==> config.mk <==
export PLATFORM = sky130hd
export DESIGN_NAME = mem_arbiter
export DESIGN_NICKNAME = d
export VERILOG_FILES = /design/src/rtl/mem_arbiter_pkg.sv /design/src/rtl/mem_arb_outstanding_ctr.sv /design/src/rtl/mem_arbiter.sv
export SDC_FILE = /design/constraint.sdc
export NUM_CORES = 1
export LEC_CHECK = 0
export ABC_AREA = 1
export CAP_MARGIN = 40
export CELL_PAD_IN_SITES_DETAIL_PLACEMENT = 0
export CELL_PAD_IN_SITES_GLOBAL_PLACEMENT = 1
export CORE_MARGIN = 10
export CORE_UTILIZATION = 15
export CTS_CLUSTER_DIAMETER = 200
export DETAILED_ROUTE_END_ITERATION = 8
export GPL_TIMING_DRIVEN = 0
export HOLD_SLACK_MARGIN = 0.05
export PLACE_DENSITY = 0.95
export SLEW_MARGIN = 20
export SYNTH_ARGS = -nofsm -noshare
export SYNTH_HDL_FRONTEND = slang
export SYNTH_HIERARCHICAL = 1
export SYNTH_SLANG_ARGS = --single-unit
==> constraint.sdc <==
create_clock -name i_clk -period 5.6 [get_ports i_clk]
set_input_delay 0.56 -clock i_clk [delete_from_list [all_inputs] [get_ports i_clk]]
set_output_delay 0.56 -clock i_clk [all_outputs]
set_load 0.02 [all_outputs]
==> src/rtl/mem_arbiter_pkg.sv <==
// Shared encodings and defaults for the icache/dcache memory-port arbiter.
package mem_arbiter_pkg;

    // Arbiter FSM states: idle, or port held by one cache.
    typedef enum logic [1:0] {
        IDLE  = 2'd0,
        OWN_I = 2'd1,
        OWN_D = 2'd2
    } state_t;

    // Port owner encoding, also driven on o_owner.
    typedef enum logic [1:0] {
        OWNER_NONE = 2'b00,
        OWNER_IC   = 2'b01,
        OWNER_DC   = 2'b10
    } owner_t;

    // One cache line of four words may be in flight.
    localparam int MAX_OUTSTANDING_DEF = 4;
    localparam int CNT_W_DEF           = 3;

endpackage

==> src/rtl/mem_arb_outstanding_ctr.sv <==
// Up/down counter of reads accepted by memory but not yet answered.
// Saturates at MAX_OUTSTANDING and never wraps below zero; a decrement
// at zero is flagged as an underflow and otherwise ignored.
module mem_arb_outstanding_ctr #(
    parameter int MAX_OUTSTANDING = 4,
    parameter int CNT_W           = 3
) (
    input  logic             i_clk,
    input  logic             i_rst_n,
    input  logic             i_inc,
    input  logic             i_dec,
    output logic [CNT_W-1:0] o_count_next,
    output logic             o_full,
    output logic             o_zero,
    output logic             o_underflow
);

    logic [CNT_W-1:0] r_count;
    logic             w_inc_ok;
    logic             w_dec_ok;

    assign o_zero      = (r_count == '0);
    assign o_full      = (r_count >= CNT_W'(MAX_OUTSTANDING));
    assign o_underflow = i_dec & o_zero;
    assign w_dec_ok    = i_dec & ~o_zero;
    assign w_inc_ok    = i_inc & (~o_full | w_dec_ok);

    // Next count: simultaneous inc and dec cancel out.
    always_comb begin
        o_count_next = r_count;
        if (w_inc_ok && !w_dec_ok) begin
            o_count_next = r_count + CNT_W'(1);
        end else if (!w_inc_ok && w_dec_ok) begin
            o_count_next = r_count - CNT_W'(1);
        end
    end

    // Count register, cleared immediately by reset.
    always_ff @(posedge i_clk or negedge i_rst_n) begin
        if (!i_rst_n) begin
            r_count <= '0;
        end else begin
            r_count <= o_count_next;
        end
    end

endmodule

==> src/rtl/mem_arbiter.sv <==
// Shares one backing-memory port between icache and dcache. A winner is
// picked combinationally in IDLE (round-robin on ties) and keeps the port
// until all its reads have returned and it stops requesting.
// Handshake: a request (ren|wen) is accepted on a cycle where the client's
// ready is high; the client holds addr/ren/wen/wdata stable until then.
// Read data returns in order, flagged by o_x_valid, with no back-pressure.
module mem_arbiter
    import mem_arbiter_pkg::*;
#(
    parameter int MAX_OUTSTANDING = MAX_OUTSTANDING_DEF,
    parameter int CNT_W           = CNT_W_DEF
) (
    input  logic        i_clk,
    input  logic        i_rst_n,
    input  logic        i_ic_ren,
    input  logic        i_ic_wen,
    input  logic [31:0] i_ic_addr,
    input  logic [31:0] i_ic_wdata,
    output logic        o_ic_ready,
    output logic [31:0] o_ic_rdata,
    output logic        o_ic_valid,
    input  logic        i_dc_ren,
    input  logic        i_dc_wen,
    input  logic [31:0] i_dc_addr,
    input  logic [31:0] i_dc_wdata,
    output logic        o_dc_ready,
    output logic [31:0] o_dc_rdata,
    output logic        o_dc_valid,
    input  logic        i_mem_ready,
    output logic [31:0] o_mem_addr,
    output logic        o_mem_ren,
    output logic        o_mem_wen,
    output logic [31:0] o_mem_wdata,
    input  logic [31:0] i_mem_rdata,
    input  logic        i_mem_valid,
    output logic [1:0]  o_owner,
    output logic        o_protocol_err
);

    state_t           r_state, w_state_next;
    owner_t           r_last_grant, w_last_grant_next;
    owner_t           w_sel;
    logic             r_err, w_err_next;
    logic             w_ic_req, w_dc_req;
    logic             w_sel_ren, w_sel_wen;
    logic [31:0]      w_sel_addr, w_sel_wdata;
    logic             w_rd, w_wr, w_ready, w_accept, w_inc;
    logic             w_full, w_zero, w_underflow;
    logic [CNT_W-1:0] w_count_next;

    assign w_ic_req = i_ic_ren | i_ic_wen;
    assign w_dc_req = i_dc_ren | i_dc_wen;

    // Selected client: round-robin winner in IDLE, otherwise the owner.
    always_comb begin
        w_sel = OWNER_NONE;
        case (r_state)
            IDLE: begin
                if (w_ic_req && w_dc_req) begin
                    w_sel = (r_last_grant == OWNER_IC) ? OWNER_DC : OWNER_IC;
                end else if (w_ic_req) begin
                    w_sel = OWNER_IC;
                end else if (w_dc_req) begin
                    w_sel = OWNER_DC;
                end
            end
            OWN_I:   w_sel = OWNER_IC;
            OWN_D:   w_sel = OWNER_DC;
            default: w_sel = OWNER_NONE;
        endcase
    end

    // Request mux; an idle port presents all zeros.
    always_comb begin
        w_sel_ren   = 1'b0;
        w_sel_wen   = 1'b0;
        w_sel_addr  = '0;
        w_sel_wdata = '0;
        case (w_sel)
            OWNER_IC: begin
                w_sel_ren   = i_ic_ren;
                w_sel_wen   = i_ic_wen;
                w_sel_addr  = i_ic_addr;
                w_sel_wdata = i_ic_wdata;
            end
            OWNER_DC: begin
                w_sel_ren   = i_dc_ren;
                w_sel_wen   = i_dc_wen;
                w_sel_addr  = i_dc_addr;
                w_sel_wdata = i_dc_wdata;
            end
            default: ;
        endcase
    end

    // ren together with wen is illegal: the write wins, the read is dropped.
    assign w_wr     = w_sel_wen;
    assign w_rd     = w_sel_ren & ~w_sel_wen;
    // Reads stall while the outstanding window is full; writes never do.
    assign w_ready  = i_mem_ready & (w_sel != OWNER_NONE) & (w_wr | ~w_full);
    assign w_accept = w_ready & (w_rd | w_wr);
    assign w_inc    = w_ready & w_rd;

    assign o_mem_addr  = w_sel_addr;
    assign o_mem_wdata = w_sel_wdata;
    assign o_mem_wen   = w_wr;
    assign o_mem_ren   = w_rd & ~w_full;

    assign o_ic_ready = (w_sel == OWNER_IC) & w_ready;
    assign o_dc_ready = (w_sel == OWNER_DC) & w_ready;

    // Responses are broadcast; valid is steered to the owner only, and a
    // response with nothing outstanding is dropped.
    assign o_ic_rdata = i_mem_rdata;
    assign o_dc_rdata = i_mem_rdata;
    assign o_ic_valid = i_mem_valid & ~w_zero & (r_state == OWN_I);
    assign o_dc_valid = i_mem_valid & ~w_zero & (r_state == OWN_D);

    assign o_owner        = (r_state == OWN_I) ? OWNER_IC :
                            (r_state == OWN_D) ? OWNER_DC : OWNER_NONE;
    assign o_protocol_err = r_err;

    mem_arb_outstanding_ctr #(
        .MAX_OUTSTANDING (MAX_OUTSTANDING),
        .CNT_W           (CNT_W)
    ) u_ctr (
        .i_clk        (i_clk),
        .i_rst_n      (i_rst_n),
        .i_inc        (w_inc),
        .i_dec        (i_mem_valid),
        .o_count_next (w_count_next),
        .o_full       (w_full),
        .o_zero       (w_zero),
        .o_underflow  (w_underflow)
    );

    // Next state: grant on acceptance, release once drained and quiet.
    always_comb begin
        w_state_next      = r_state;
        w_last_grant_next = r_last_grant;
        w_err_next        = r_err | w_underflow | (w_sel_ren & w_sel_wen);
        case (r_state)
            IDLE: begin
                if (w_accept) begin
                    w_last_grant_next = w_sel;
                    w_state_next      = (w_sel == OWNER_IC) ? OWN_I : OWN_D;
                end
            end
            OWN_I, OWN_D: begin
                if ((w_count_next == '0) && !w_sel_ren && !w_sel_wen) begin
                    w_state_next = IDLE;
                end
            end
            default: w_state_next = IDLE;
        endcase
    end

    // State, last grant and sticky error registers.
    always_ff @(posedge i_clk or negedge i_rst_n) begin
        if (!i_rst_n) begin
            r_state      <= IDLE;
            r_last_grant <= OWNER_IC;
            r_err        <= 1'b0;
        end else begin
            r_state      <= w_state_next;
            r_last_grant <= w_last_grant_next;
            r_err        <= w_err_next;
        end
    end

endmodule

==> reports/qor.tcl <==
set qor(outcome) {completed}
set qor(die_height_microns) 141
set qor(path_max_fanout) 10
set qor(core-area_sq_um) 14400
set qor(setup.reg_to_reg.worst_slack_ps) 2210
set qor(ant_nets) 0
set qor(width_of_the_chip_microns) 141
set qor(area_growth_pct) 139
set qor(avgRoutedWirePerCell_microns) 16.1
set qor(finish.instance_area_sq_um) 5220
set qor(worst_vdd_drop_uv) 207
set qor(track_usage_pct) 12.7
set qor(finClkSkew_ps) 2.88
set qor(timing_worst_setup_path_type) {in -> out}
set qor(worst_hold_path.endpoint) {r_last_grant[0]}
set qor(cp-start-kind) {input pin}
set qor(drc_errors) 0
set qor(routed_wl_microns) 13800
set qor(regToRegStartpoint) {r_state[0]}
set qor(grt_pass1_wl_microns) 20400
set qor(timing.slew.headroom_pct) 58.2
set qor(design.die.area_sq_um) 19800
set qor(firstDrtPassIters) 4
set qor(tritoncts_clock_tree) {done}
set qor(grt_antenna_before_repair) 0
set qor(r2r_cells) 29
set qor(synth-compound-area-share_pct) 16.2
set qor(synth_top_family_by_area) {simple AND/OR/NAND/NOR gates}
set qor(report.final.slew_viol_count) 0
set qor(vias) 3366
set qor(synth_area_sq_um) 2180
set qor(hpwlAfterDp_microns) 12100
set qor(layout_setup_ws_ps) 1530
set qor(cp_data_required_time_ps) 5040
set qor(yosys_warnings) 6
set qor(post-cts-setup-buffers) 0
set qor(buffer_ports.inserted) 272
set qor(synth_xor_area_share_pct) 0.401
set qor(post_cts_hold_buffer_count) 0
set qor(post_cts_gate_resize_count) 0
set qor(worstMarginPinSlew_ps) 626
set qor(max_freq_ghz) 0.246
set qor(num-nets-final) 851
set qor(ios) 305
set qor(critical_path_arrival_ps) 3510
set qor(setup_viol) 0
set qor(totalNegativeSetupSlack_ps) 0
set qor(cts.root.buffer_cell) {sky130_fd_sc_hd__clkbuf_16}
set qor(power_mw) 2.55
set qor(hold_viol_final) 0
set qor(cellPowerDensity_nw_per_um2) 488
set qor(antenna-diode-count) 0
set qor(timing.hold.ws_ps) 475
set qor(drt-initial-drc-count) 98
set qor(min-delay-path-class) {reg -> reg}
set qor(min_period_ps) 4070
set qor(rsz0062_at_grt) {false}
set qor(synth_fp_nets) 574
set qor(timing.max_cap.violations) 0
set qor(hold_start) {r_last_grant[0]}
set qor(min_period_over_period_pct) 72.6
set qor(placement.cell_area_sq_um) 5140
set qor(cts_bufs_inserted) 3
set qor(vias_in_the_first_global_route) 3352
set qor(syn_inst) 397
set qor(core.rowCount) 44
set qor(yosys.area_share.simple_pct) 37.2
set qor(synth.distinct_cells) 25
set qor(worst_hold_depth) 2
set qor(gp_congestion) 0.782
set qor(grt_max_degree) 11
set qor(detailedPlace.worstSlack_ps) 1420
set qor(cellLeakagePower_nw) 2.18
set qor(layout-drive-gt1-share_pct) 14.3
set qor(gr-total-overflow) 0
set qor(cts.sinks) 8
set qor(clock_tree.htree_level_count) 1
set qor(clkLatencyLatePin_ps) 230
set qor(clkSlewWorstSetupHoldPaths_ps) 40
set qor(yosys-mux-area-fraction_pct) 0
set qor(yosysSeqAreaShare_pct) 9.23
set qor(yosys_register_bits) 8
set qor(r2r-end) {r_state[1]}
set qor(synthAdderAreaFrac_pct) 5.16
set qor(syn_area_per_cell_sq_um) 5.50
set qor(number_of_vias_per_cell_after_detailed_routing) 3.93
set qor(start_util_pct) 15.1
set qor(clock_tree.buffer_depth) 2
set qor(worst_setup_ep_type) {primary output}
## how the worst max path moves through the flow
stage	from	endpoint	slack (ps)	cells after the start
finish	i_ic_ren	o_mem_addr[21]	1530	13
global route	i_ic_ren	o_mem_addr[21]	1270	13
CTS	i_ic_ren	o_mem_addr[21]	1420	13
detailed placement	i_ic_ren	o_mem_addr[21]	1420	13
global placement	i_ic_ren	o_mem_addr[21]	1440	13
floorplan	r_state[0]	r_state[1]	2710	29
## cell usage in the layout (no fill, tap or decap)
cell type / instances
sky130_fd_sc_hd__inv_2: 2
sky130_fd_sc_hd__inv_1: 24
sky130_fd_sc_hd__nand3_1: 9
sky130_fd_sc_hd__nand3_2: 1
sky130_fd_sc_hd__o21ai_1: 3
sky130_fd_sc_hd__xor2_1: 1
sky130_fd_sc_hd__nand2_4: 4
sky130_fd_sc_hd__buf_2: 11
sky130_fd_sc_hd__clkdlybuf4s50_1: 272
sky130_fd_sc_hd__dfrtp_1: 7
sky130_fd_sc_hd__clkbuf_1: 7
sky130_fd_sc_hd__nand2_1: 160
sky130_fd_sc_hd__o21ai_2: 1
sky130_fd_sc_hd__nor3b_1: 2
sky130_fd_sc_hd__buf_1: 4
sky130_fd_sc_hd__a21oi_1: 65
sky130_fd_sc_hd__nand2_2: 6
sky130_fd_sc_hd__nand4_1: 1
sky130_fd_sc_hd__nand4_2: 1
sky130_fd_sc_hd__ha_1: 9
sky130_fd_sc_hd__buf_4: 65
sky130_fd_sc_hd__clkinv_1: 1
sky130_fd_sc_hd__dfstp_2: 1
sky130_fd_sc_hd__buf_6: 1
sky130_fd_sc_hd__nor2_1: 11
sky130_fd_sc_hd__clkbuf_16: 3
sky130_fd_sc_hd__o21ai_0: 1
## flip-flops by register name, indices dropped and copies added (netlist names)
name	count
o_protocol_err	1
r_last_grant	2
r_state	2
u_ctr/r_count	3
## synth_stat cells
library cell | number | share of area [%]
sky130_fd_sc_hd__o21ai_2 | 1 | 0.40
sky130_fd_sc_hd__ha_1 | 9 | 5.2
sky130_fd_sc_hd__nand2_2 | 6 | 1.7
sky130_fd_sc_hd__inv_1 | 24 | 4.1
sky130_fd_sc_hd__nor2_1 | 11 | 1.9
sky130_fd_sc_hd__buf_6 | 1 | 0.52
sky130_fd_sc_hd__dfstp_2 | 1 | 1.2
sky130_fd_sc_hd__nand3_1 | 9 | 2.1
sky130_fd_sc_hd__a21oi_1 | 65 | 15
sky130_fd_sc_hd__nand2_1 | 160 | 28
sky130_fd_sc_hd__o21ai_1 | 3 | 0.69
sky130_fd_sc_hd__buf_4 | 65 | 22
sky130_fd_sc_hd__inv_2 | 2 | 0.34
sky130_fd_sc_hd__buf_1 | 4 | 0.69
sky130_fd_sc_hd__xor2_1 | 1 | 0.40
sky130_fd_sc_hd__nand2_4 | 4 | 2.1
sky130_fd_sc_hd__nand4_2 | 1 | 0.57
sky130_fd_sc_hd__buf_2 | 11 | 2.5
sky130_fd_sc_hd__nand3_2 | 1 | 0.46
sky130_fd_sc_hd__dfrtp_1 | 7 | 8.0
sky130_fd_sc_hd__clkinv_1 | 1 | 0.17
sky130_fd_sc_hd__nor3b_1 | 2 | 0.69
sky130_fd_sc_hd__nand4_1 | 1 | 0.29
sky130_fd_sc_hd__o21ai_0 | 1 | 0.23
sky130_fd_sc_hd__clkbuf_1 | 6 | 1.0
## power by group
group	switching [mW]	internal, mW
registers	0.0187	0.0846
logic	1.39	0.932
clock network	0.0276	0.0948
## per-stage QoR
step / utilization [%] / instances
floorplan: - / 397
global placement: 35.6 / 853
detailed placement: 35.6 / 853
CTS: 36.2 / 857
global route: 36.2 / 857
finish: 36.2 / 857
## area by class of cell
type | count | area [sq um]
plain buffers | 87 | 592
clock buffers | 4 | 78.8
fillers | 1528 | 9210
inverters | 27 | 101
multi-input cells | 275 | 1290
flip-flops and latches | 8 | 201
well taps | 184 | 230
repair buffers | 272 | 2720
## layer usage
layer / share of wire, % / vias to the layer above / global-route usage [%]
li1: - / 1726 / -
met1: 39 / 1475 / 14.5
met2: 51 / 161 / 23.0
met3: 9.5 / 4 / 4.20
met4: 0.38 / 0 / 1.14
met5: 0 / - / 0
## worst max-delay path, cell delays in order
cell and delay, ps:
sky130_fd_sc_hd__clkdlybuf4s50_1 490, sky130_fd_sc_hd__inv_1 60, sky130_fd_sc_hd__nand2_1 80, sky130_fd_sc_hd__nand2_1 50, sky130_fd_sc_hd__o21ai_1 120, sky130_fd_sc_hd__nand2_1 60, sky130_fd_sc_hd__nand2_1 120, sky130_fd_sc_hd__inv_1 60
sky130_fd_sc_hd__ha_1 300, sky130_fd_sc_hd__buf_2 310, sky130_fd_sc_hd__buf_1 530, sky130_fd_sc_hd__a21oi_1 150, sky130_fd_sc_hd__clkdlybuf4s50_1 600
## cells by family after synthesis
group | count (synthesis)
AO/OA/AOI/OAI | 70
buffers and inverters | 114
XOR/XNOR | 1
AND/OR/NAND/NOR | 195
flip-flops | 8
adder cells (fa/ha/maj) | 9
(Power assumes the default switching activity.)
